### src/rtl/id_hazard_scoreboard.sv
// Decode-stage hazard and operand unit.
// Tracks one latency counter per architectural register so that dependents
// stall until the producer's result can be forwarded or read from the
// register file. Fixed-latency producers count down. Variable-latency
// producers park at the all-ones value until a completion strobe clears them.
//
// Handshake: an instruction leaves ID on a rising edge where
// issue_fire = issue_valid & ~stall & ~hold. issue_valid may be held high
// across stall cycles, and the bench/pipeline must keep the instruction
// stable until issue_fire is seen.
module id_hazard_scoreboard #(
    parameter int NUM_RD  = 2,
    parameter int NUM_FWD = 2,
    parameter int XLEN    = 32,
    parameter int REG_AW  = 5,
    parameter int LAT_W   = 3
) (
    input  logic                      clk,
    input  logic                      rst,
    input  logic                      hold,
    input  logic [NUM_RD-1:0]         re,
    input  logic [NUM_RD*REG_AW-1:0]  rs_addr,
    input  logic [NUM_RD*XLEN-1:0]    rf_data,
    input  logic [NUM_RD*XLEN-1:0]    imm,
    input  logic [NUM_FWD-1:0]        fwd_we,
    input  logic [NUM_FWD*REG_AW-1:0] fwd_waddr,
    input  logic [NUM_FWD*XLEN-1:0]   fwd_wdata,
    input  logic                      issue_valid,
    input  logic                      issue_we,
    input  logic [REG_AW-1:0]         issue_rd,
    input  logic [LAT_W-1:0]          issue_lat,
    input  logic                      comp_valid,
    input  logic [REG_AW-1:0]         comp_rd,
    output logic [NUM_RD*XLEN-1:0]    opv,
    output logic [NUM_RD-1:0]         rd_hazard,
    output logic                      stall,
    output logic                      issue_fire,
    output logic [REG_AW:0]           outstanding
);

    localparam int               NREG    = 2 ** REG_AW;
    localparam logic [LAT_W-1:0] LAT_VAR = '1;

    // Per-register bubbles remaining; LAT_VAR means "until completion".
    logic [LAT_W-1:0] cnt [NREG];

    logic [NUM_RD-1:0] haz_raw;
    logic              waw_raw;
    logic              stall_raw;
    logic              issue_set;
    logic              issue_var;
    logic              comp_hit;

    // Raw hazards from the registered scoreboard only; same-cycle
    // completions are deliberately not bypassed into stall.
    always_comb begin
        haz_raw = '0;
        for (int i = 0; i < NUM_RD; i++) begin
            logic [REG_AW-1:0] a;
            a = rs_addr[i*REG_AW +: REG_AW];
            haz_raw[i] = re[i] && (a != '0) && (cnt[a] != '0);
        end
        waw_raw   = issue_valid && issue_we && (issue_rd != '0) && (cnt[issue_rd] != '0);
        stall_raw = (|haz_raw) || waw_raw;
    end

    // Externally visible control, forced quiet while in reset.
    always_comb begin
        rd_hazard  = rst ? '0 : haz_raw;
        stall      = !rst && stall_raw;
        issue_fire = !rst && issue_valid && !stall_raw && !hold;
        issue_set  = issue_fire && issue_we && (issue_rd != '0) && (issue_lat != '0);
        issue_var  = issue_set && (issue_lat == LAT_VAR);
        comp_hit   = comp_valid && (comp_rd != '0) && (cnt[comp_rd] == LAT_VAR);
    end

    // Operand select per port: immediate, x0, youngest matching forward, regfile.
    always_comb begin
        opv = '0;
        for (int i = 0; i < NUM_RD; i++) begin
            logic [REG_AW-1:0] a;
            logic [XLEN-1:0]   v;
            logic              hit;
            a   = rs_addr[i*REG_AW +: REG_AW];
            v   = rf_data[i*XLEN +: XLEN];
            hit = 1'b0;
            for (int j = 0; j < NUM_FWD; j++) begin
                if (!hit && fwd_we[j] && (fwd_waddr[j*REG_AW +: REG_AW] == a)) begin
                    v   = fwd_wdata[j*XLEN +: XLEN];
                    hit = 1'b1;
                end
            end
            if (!re[i]) begin
                v = imm[i*XLEN +: XLEN];
            end else if (a == '0) begin
                v = '0;
            end
            opv[i*XLEN +: XLEN] = rst ? '0 : v;
        end
    end

    // Scoreboard update: issue load, completion clear, then countdown.
    always_ff @(posedge clk) begin
        if (rst) begin
            for (int r = 0; r < NREG; r++) begin
                cnt[r] <= '0;
            end
        end else begin
            cnt[0] <= '0;
            for (int r = 1; r < NREG; r++) begin
                if (issue_set && (issue_rd == REG_AW'(r))) begin
                    cnt[r] <= issue_lat;
                end else if (comp_hit && (comp_rd == REG_AW'(r))) begin
                    cnt[r] <= '0;
                end else if (!hold && (cnt[r] != '0) && (cnt[r] != LAT_VAR)) begin
                    cnt[r] <= cnt[r] - 1'b1;
                end
            end
        end
    end

    // Count of variable-latency entries still waiting for completion.
    always_ff @(posedge clk) begin
        if (rst) begin
            outstanding <= '0;
        end else if (issue_var && !comp_hit) begin
            outstanding <= outstanding + 1'b1;
        end else if (!issue_var && comp_hit) begin
            outstanding <= outstanding - 1'b1;
        end
    end

endmodule

### config.mk
export PLATFORM = sky130hd
export DESIGN_NAME = id_hazard_scoreboard
export DESIGN_NICKNAME = d
export VERILOG_FILES = /design/src/rtl/id_hazard_scoreboard.sv
export SDC_FILE = /design/constraint.sdc
export NUM_CORES = 1
export LEC_CHECK = 0
export BUFFER_PORTS_ARGS = -buffer_cell sky130_fd_sc_hd__buf_2
export CORE_MARGIN = 10
export CORE_UTILIZATION = 60
export DETAILED_ROUTE_END_ITERATION = 8
export GPL_TIMING_DRIVEN = 0
export MAX_ROUTING_LAYER = met4
export PLACE_DENSITY = 0.92
export SYNTH_ARGS = -nofsm -noshare
export SYNTH_HDL_FRONTEND = slang
export SYNTH_SLANG_ARGS = --single-unit
### constraint.sdc
create_clock -name clk -period 8.1 [get_ports clk]
set_clock_uncertainty 0.15 [all_clocks]
set_input_delay 0.81 -clock clk [delete_from_list [all_inputs] [get_ports clk]]
set_output_delay 0.81 -clock clk [all_outputs]
set_load 0.005 [all_outputs]
==> metrics.md, run 1 <==
| Metric | Value |
|---|---|
| Synthesis-stage register bit count | between 90 and 100 |
| TritonCTS buffer count | 9 |
| Syn Inst Count | ~1500 |
| Layout cells sized above 1 | 0.2110 |
| Starting density of the core | 0.6130 |
| Post-synth ARST share | 0 |
| Filler Cells Inserted | 1680 |
| Pins Over Slew Limit | 0 |
| Transition time at the pin with the least slew margin | between 1 and 1.5 ns |
| Fin crit period | roughly 5.8 ns |
| CTS root buffer | clkbuf_16 |
| Peak ir drop on the vdd network | approximately 0.00013 V |
| Share of the clock period used by the worst path after layout | 0.7107 |
| Arrival time worst endpoint | 5.88 ns |
| Cell at the slowest stage of the critical path | clkbuf_1 |
| Synthesized netlist net count | around 1900 |
| Violation count after the first detailed-routing iteration | 2550 |
| Worst Setup Slack, final | approximately 2.3 ns |
| Via count | between 15000 and 20000 |
| CTS max path bufs | 2 |
| Worst r2r dst | outstanding[5] |
| Clock insertion delay at the later pin of the skew report | between 0.3 and 0.4 ns |
| Data required time at the worst endpoint | roughly 8.2 ns |
| Cell type with the largest total area after synthesis | edfxtp_1 |
| Wire length after detailed routing | 60250 um |
| Setup fix buffers added after clock tree synthesis | 0 |
| Post-synthesis instance area | ~12000 um^2 |
| Static leakage | about 0.0061 uW |
| DRC violations left | 0 |
| Port Buffer Count | between 200 and 300 |
| Classification of the worst setup path | in -> reg |
| Critical Path End | outstanding[5] |
| Finish-stage setup viols | 0 |
| Fmax | 173.7 MHz |
| Synth area leaders | edfxtp_1, ha_1, mux2i_1, nand2b_1, o211ai_1 |
| Seq/Total Area, Yosys | 0.2333 |
| First-pass GRT wire length | 86970 um |
| Startpoint type of the worst setup path | primary input |
| Main flop type after synthesis | edfxtp_1 |
| Vertical die dimension | ~160 um |
| Remaining global-route overflow | 0 |
| Number of warnings printed during yosys synthesis | 0 |
| Max-cap violations | 0 |
| Number of synthesized flops with an enable pin | 93 |
| Vias per std cell | between 7 and 8 |
| # rows | 52 |
| Hold buffer count at cts | 0 |
| Worst max-slew margin expressed relative to the limit | 0.1985 |
| Total power after layout | 2012 uW |
| Growth of design area from synthesis to finish | 17.22% |
| Pwr per Cell Area | 137.5 nW/um^2 |
| Worst reg2reg setup slack | approximately 2.5 ns |
| Outcome | finished, final reports clean |
| Clock tree from TritonCTS | yes |
| Number of gates resized after CTS | 0 |
| TritonCTS Sinks | between 90 and 100 |
| Sum of net half-perimeters after detailed placement | 47930 um |
| Min-delay worst type | reg -> reg |
| Average footprint of a synthesized cell | a little over 8 um^2 |
| Largest stage delay on the critical path | ~0.65 ns |
| Wire length per cell | around 28 um |
| Most numerous cell types in the synthesized netlist | nand2_1, ha_1, nor2_1 |
| Kind of end point of the critical path | flop |
| Number of H-tree levels | 3 |
| Chip Width | roughly 160 um |
| Cell with the most instances after synthesis | nand2_1 |
| Number of distinct library cells after synthesis | 70 |
| Max Fanout on Critical Path | 10 |
| Setup repair after global routing missed its margin | false |
| Weighted congestion at the end of routability-driven global placement | ~1.1 |
| Number of antenna violations at the first check in global routing | 13 |
| Worst hold slack after final layout | between 0.3 and 0.4 ns |
| Reg-to-Reg Start | cnt[15][2] |
| Maximum number of pins on one net before global-route repair | 17 |
| CP dominant cell by count | a21oi_1 |
| Pre-Repair DR Iteration Count | 8 |
| Remaining antenna violation count after routing | 0 |
| I/O pin count | roughly 300 |
| Core region area | between 20000 and 25000 um^2 |
| Post-CTS clock slew at the launch and capture registers of the worst setup and hold paths | approximately 0.070 ns |
| Die ar. | 26980 um^2 |
| Top-area cell type share of the netlist area | 0.2237 |
| Post-route setup TNS | 0 ns |
| Layout Nets | 2163 |
| Cells along the critical path | clkbuf_1, clkbuf_1, mux4_2, nor2_1, a21oi_1, nand3_1, a21oi_1, buf_2, nor2b_1, ha_1, inv_1, ha_1, a21o_1, a21oi_1, o21bai_1, a21oi_1, xnor2_1, or3_1, a21oi_1 |
| Place WS | about 2 ns |
| Depth of the worst register-to-register path | 19 |
| Overall global routing resource usage | 0.4328 |
| Number of global-route vias before repair | about 14000 |
| Source of the critical timing path | comp_rd[1] |
| Hold Violations, Final | 0 |
-- worst max-delay path: cells and delay by family --
family | cells | cell delay (ns)
AOI/OAI and AO/OA | 7 | 1.60
xor gates and xnor gates | 1 | 0.11
adders and majority gates | 2 | 0.50
buffers and inverters | 4 | 1.79
muxes | 1 | 0.39
and+or+nand+nor | 4 | 0.67
-- layer usage --
metal	part of all wire	track usage	up-vias
li1	-	-	6312
met1	0.33	0.4746	6789
met2	0.44	0.6667	1502
met3	0.14	0.1224	420
met4	0.087	0.3091	0
met5	0	-	-
-- layout by cell type, fill, tap and decap left out, types with 9 or more instances in the layout --
cell	instances
buf_2	313
nand2_1	128
ha_1	98
nor2_1	94
edfxtp_1	93
nand2b_1	92
mux2i_1	89
clkbuf_1	81
a21oi_1	81
inv_1	78
o211ai_1	70
nor3_1	64
o21ai_0	63
nand3_1	58
nor4_1	34
xnor2_1	33
o41ai_1	25
a211oi_1	24
nor2b_1	24
mux2_2	24
xor2_1	22
or3_1	21
mux4_2	18
buf_1	16
diode_2	15
o32ai_1	15
nand4_1	14
or4_1	12
o22ai_1	10
and3_1	9
a21o_1	9
clkbuf_16	9
-- worst min-delay path by stage --
| stage | cells past startpoint | end | startpoint |
|---|---|---|---|
| finish | 2 | outstanding[5] | outstanding[5] |
| global route | 2 | outstanding[5] | outstanding[5] |
| CTS | 2 | outstanding[5] | outstanding[5] |
| detailed placement | 2 | outstanding[5] | outstanding[5] |
| global placement | 2 | outstanding[5] | outstanding[5] |
| floorplan | 2 | outstanding[5] | outstanding[5] |
-- cell families after synthesis --
group | after synthesis | synth area share
mux | 131 | 0.1255
fa+ha+maj | 99 | 0.09982
compound gates | 365 | 0.2025
buf+inv | 193 | 0.06153
simple gates | 580 | 0.2387
flops | 99 | 0.2333
xor+xnor | 55 | 0.03858
-- cell type report --
| cell class | instances | area (um^2) | share of cell area |
|---|---|---|---|
| inverters | 78 | 292.8 | 0.02001 |
| clock buffers | 11 | 232.7 | 0.01590 |
| multi-input cells | 1230 | 8808 | 0.6019 |
| well taps | 270 | 337.8 | 0.02308 |
| clock inverters | 5 | 55.05 | 0.003762 |
| diodes | 15 | 37.54 | 0.002565 |
| plain buffers | 115 | 475.5 | 0.03249 |
| repair buffers | 296 | 1481 | 0.1012 |
| flip-flops and latches | 99 | 2913 | 0.1990 |
-- registers in the layout, summed over array words and instances (netlist names) --
name / flops
cnt: 93
outstanding: 6
-- stage by stage --
stage | std cells | util | cell area (um^2)
4_1_cts | 2104 | 0.7165 | 14590
3_3_place_gp | 2088 | 0.7024 | 14300
2_1_floorplan | 1522 | - | 12480
3_5_place_dp | 2088 | 0.7024 | 14300
6_report | 2119 | 0.7186 | 14630
5_1_grt | 2116 | 0.7182 | 14630
-- where the power goes --
part | total [uW] | leakage, uW | internal (uW) | switching (uW)
Sequential | 755 | 0.00103 | 644 | 111
Clock | 448 | 0.000136 | 240 | 208
Combinational | 809 | 0.00490 | 325 | 483
No activity file was read; power rests on OpenSTA's default activity.
==> inputs of run 2 (changes only) <==
Settings changed: ABC_AREA set to 1, CORE_UTILIZATION 60 to 57, PLACE_DENSITY 0.92 to 0.87.
Clock period 8.1 ns to 5.61 ns, I/O delays scaled along.
==> metrics.md, run 2 <==
| Metric | Value |
|---|---|
| DRC violations left | 0 (unchanged) |
| Number of cells in the design after placement | 3013 (was 2088) |
| Hold buffer count at cts | 0 (unchanged) |
| Wire length after detailed routing | 72930 um (was 60250 um) |
| Cell type with the largest total area after synthesis | edfxtp_1 (unchanged) |
| Switching power share of the total | 0.4399 (was 0.3990) |
| Number of antenna violations at the first check in global routing | 9 (was 13) |
| Arrival time worst endpoint | 4.84 ns (was 5.88 ns) |
| Maximum number of pins on one net before global-route repair | 19 (was 17) |
| Transition time at the pin with the least slew margin | 1.170 ns (was 1.193 ns) |
| Seq/Total Area, Yosys | 0.2069 (was 0.2333) |
| Largest register by flop count | cnt (unchanged) |
| Area occupied by registers | 2913 um^2 (unchanged) |
| Wire length per cell | 24.01 um (was 28.44 um) |
| WP buf/inv | 4 (unchanged) |
| Static leakage | 0.008441 uW (was 0.006067 uW) |
| Filler Cells Inserted | 2315 (was 1680) |
| Depth of the worst register-to-register path | 24 (was 19) |
| Min-delay worst type | reg -> reg (unchanged) |
| Fmax | 212.3 MHz |
| Cells along the critical path | nor3_1, o21ai_0, o21ai_0, nand2_1, inv_1, nand2_1, nand3_1, nand2_1, nor2_2, nand2_1, nor3_1, ha_1, inv_1, ha_1, a21oi_1, and2_1, inv_1, a21oi_1, inv_1, a21oi_1, o21ai_0, a21o_1, o21ai_0, a21oi_1 (was clkbuf_1, clkbuf_1, mux4_2, nor2_1, a21oi_1, nand3_1, a21oi_1, buf_2, nor2b_1, ha_1, inv_1, ha_1, a21o_1, a21oi_1, o21bai_1, a21oi_1, xnor2_1, or3_1, a21oi_1) |
| Share of the clock period used by the worst path after layout | 0.8394 |
| Worst reg2reg setup slack | 0.90 ns (was 2.50 ns) |
| Syn Inst Count | 2389 (was 1522) |
| Layout Nets | 3034 (was 2163) |
| Finished Layout Cells | 3038 (was 2119) |
| Most numerous cell types in the synthesized netlist | nand2_1, nor2_1, inv_1 (was nand2_1, ha_1, nor2_1) |
| Worst hold endpoint | outstanding[5] (unchanged) |
| Finish-stage setup viols | 0 (unchanged) |
| Fraction of power consumed by the clock network | 0.242 (was 0.223) |
| Hold Violations, Final | 0 (unchanged) |
| Via count | 19490 (was 15020) |
| First-pass GRT wire length | 106500 um (was 86970 um) |
| Port Buffer Count | 300 (was 296) |
| Commonest non-fill, non-tap cell in the layout | nand2_1 (was buf_2) |
| Post-CTS clock slew at the launch and capture registers of the worst setup and hold paths | 0.09 ns (was 0.07 ns) |
| Clock insertion delay at the later pin of the skew report | 0.38 ns (was 0.35 ns) |
| Main flop type after synthesis | edfxtp_1 (unchanged) |
| Die ar. | 31390 um^2 (was 26980 um^2) |
| Worst r2r dst | outstanding[5] (unchanged) |
| Chip Width | 177.2 um (was 164.2 um) |
| Max-cap violations | 0 (unchanged) |
| Number of warnings printed during yosys synthesis | 0 (unchanged) |
| Peak ir drop on the vdd network | 0.0001395 V (was 0.0001305 V) |
| Top cell family by delay on the critical path | simple AND/OR/NAND/NOR gates (was buffers and inverters) |
| Kind of end point of the critical path | flop (unchanged) |
| Synth area leaders | edfxtp_1, nand2_1, nor2_1, ha_1, inv_1 (was edfxtp_1, ha_1, mux2i_1, nand2b_1, o211ai_1) |
| Number of gates resized after CTS | 0 (unchanged) |
| Growth of design area from synthesis to finish | 15.89% (was 17.22%) |
| Top-area cell type share of the netlist area | 0.1983 (was 0.2237) |
| Number of global-route vias before repair | 18320 (was 14490) |
| Relative contribution of combinational cells to total power | 0.424 (was 0.402) |
| Remaining global-route overflow | 0 (unchanged) |
| I/O pin count | 309 (unchanged) |
| Max Fanout on Critical Path | 5 (was 10) |
| Cell with the most instances after synthesis | nand2_1 (unchanged) |
| Clock tree from TritonCTS | yes (unchanged) |
| Classification of the worst setup path | reg -> reg (was in -> reg) |
| CTS root buffer | clkbuf_16 (unchanged) |
| Number of synthesized flops with an enable pin | 93 (unchanged) |
| Post-synthesis instance area | 14080 um^2 (was 12480 um^2) |
| Vias per std cell | 6.414 (was 7.090) |
| Average footprint of a synthesized cell | 5.894 um^2 (was 8.203 um^2) |
| Cell at the slowest stage of the critical path | nor3_1 (was clkbuf_1) |
| Synthesized netlist net count | 2723 (was 1856) |
| Core region area | 24320 um^2 (was 20360 um^2) |
| TritonCTS buffer count | 9 (unchanged) |
| Data required time at the worst endpoint | 5.74 ns (was 8.22 ns) |
| Worst hold path cell count | 2 (unchanged) |
| Remaining antenna violation count after routing | 0 (unchanged) |
| Violation count after the first detailed-routing iteration | 3344 (was 2550) |
| Worst max-slew margin expressed relative to the limit | 0.2199 (was 0.1985) |
| Largest stage delay on the critical path | 0.54 ns (was 0.65 ns) |
| Starting density of the core | 0.5790 (was 0.6130) |
| Startpoint type of the worst setup path | flop (was primary input) |
| Total net switching power | 1298 uW (was 802.9 uW) |
| Pre-Repair DR Iteration Count | 7 (was 8) |
| Biggest regs | cnt x93, outstanding x6 (unchanged) |
| Setup repair after global routing missed its margin | false (unchanged) |
| Post-synth ARST share | 0 (unchanged) |
| Fin crit period | 4.709 ns |
| Post-route setup TNS | 0 ns (unchanged) |
| TritonCTS Sinks | 99 (unchanged) |
| Layout cells sized above 1 | 0.1442 (was 0.2110) |
| CTS max path bufs | 2 (unchanged) |
| Weighted congestion at the end of routability-driven global placement | 1.198 (was 1.079) |
| Sum of net half-perimeters after detailed placement | 56890 um (was 47930 um) |
| # rows | 57 (was 52) |
| Number of H-tree levels | 3 (unchanged) |
| Startpoint of the worst hold path | outstanding[5] (unchanged) |
| Max reg flops | 93 (unchanged) |
| Internal Power | 1652 uW (was 1209 uW) |
| Pins Over Slew Limit | 0 (unchanged) |
| Part of the power in registers | 0.334 (was 0.375) |
| Overall global routing resource usage | 0.4566 (was 0.4328) |
| Setup fix buffers added after clock tree synthesis | 0 (unchanged) |
| Number of distinct library cells after synthesis | 45 (was 70) |
| Vertical die dimension | 177.2 um (was 164.2 um) |
| Most frequent cells in the layout | nand2_1, nor2_1, inv_1 (was buf_2, nand2_1, ha_1) |
| Multi-input gate area in the final layout | 9325 um^2 (was 8808 um^2) |
| Pwr per Cell Area | 180.8 nW/um^2 (was 137.5 nW/um^2) |
| Synthesis-stage register bit count | 99 (unchanged) |
| Outcome | finished, final reports clean (unchanged) |
| Reg-to-Reg Start | cnt[8][1] (was cnt[15][2]) |
-- run 2: area by class of cell --
class / count / area share
Tap cell: 324 / 0.02484
Antenna cell: 9 / 0.001380
Clock inverter: 7 / 0.005061
Timing Repair Buffer: 300 / 0.09201
Sequential cell: 99 / 0.1785
Inverter: 349 / 0.08043
Multi-Input combinational cell: 1819 / 0.5715
Buffer: 122 / 0.03251
Clock buffer: 9 / 0.01380
-- run 2: stage by stage --
stage            util  cell area (um^2)  total power [uW]  hold WS [ns]  setup WS [ns]
2_1_floorplan       -             14080              1707        0.3055          1.838
3_3_place_gp   0.6574             15990              2129        0.3233         0.8064
3_5_place_dp   0.6574             15990              2164        0.3287         0.7467
4_1_cts        0.6701             16300              2850        0.3432          1.098
5_1_grt        0.6710             16320              3058        0.3671         0.6189
6_report       0.6710             16320              2950        0.3457         0.9007
-- run 2: layer usage --
metal  vias to the layer above  routed length [um]  track usage
met1                      8717               24710       0.5238
li1                       8467                   -            -
met5                         -                   0            -
met3                       459               12250       0.1820
met4                         0                5772       0.2855
met2                      1844               30210       0.6541
-- run 2: cell families (layout without fill, tap and decap cells) --
| group | after synthesis | count (layout) | synth area share |
|---|---|---|---|
| buf+inv | 471 | 787 | 0.1309 |
| simple gates | 1309 | 1309 | 0.3940 |
| other cells | 0 | 9 | 0 |
| flops | 99 | 99 | 0.2069 |
| compound gates | 370 | 370 | 0.1543 |
| fa+ha+maj | 99 | 99 | 0.08850 |
| xor+xnor | 41 | 41 | 0.02550 |
-- run 2: worst max path at each step --
stage | from | to | slack (ns) | depth (start not counted)
2_1_floorplan | rs_addr[0] | outstanding[5] | 1.84 | 30
3_3_place_gp | rs_addr[0] | outstanding[5] | 0.81 | 28
3_5_place_dp | rs_addr[0] | outstanding[5] | 0.75 | 28
4_1_cts | rs_addr[0] | outstanding[5] | 1.10 | 28
5_1_grt | cnt[8][1] | outstanding[5] | 0.62 | 24
6_report | cnt[8][1] | outstanding[5] | 0.90 | 24
-- run 2: worst min-delay path: stages, from the launching register on --
cell,delay [ns]
dfxtp_1,0.33
inv_1,0.07
a21oi_1,0.05
-- run 2: power groups by stage --
stage	Sequential [uW]	Combinational [uW]	Clock, uW
CTS	980	1180	694
global route	992	1340	724
detailed placement	996	1170	0
floorplan	968	739	0
global placement	992	1140	0
finish	986	1250	714
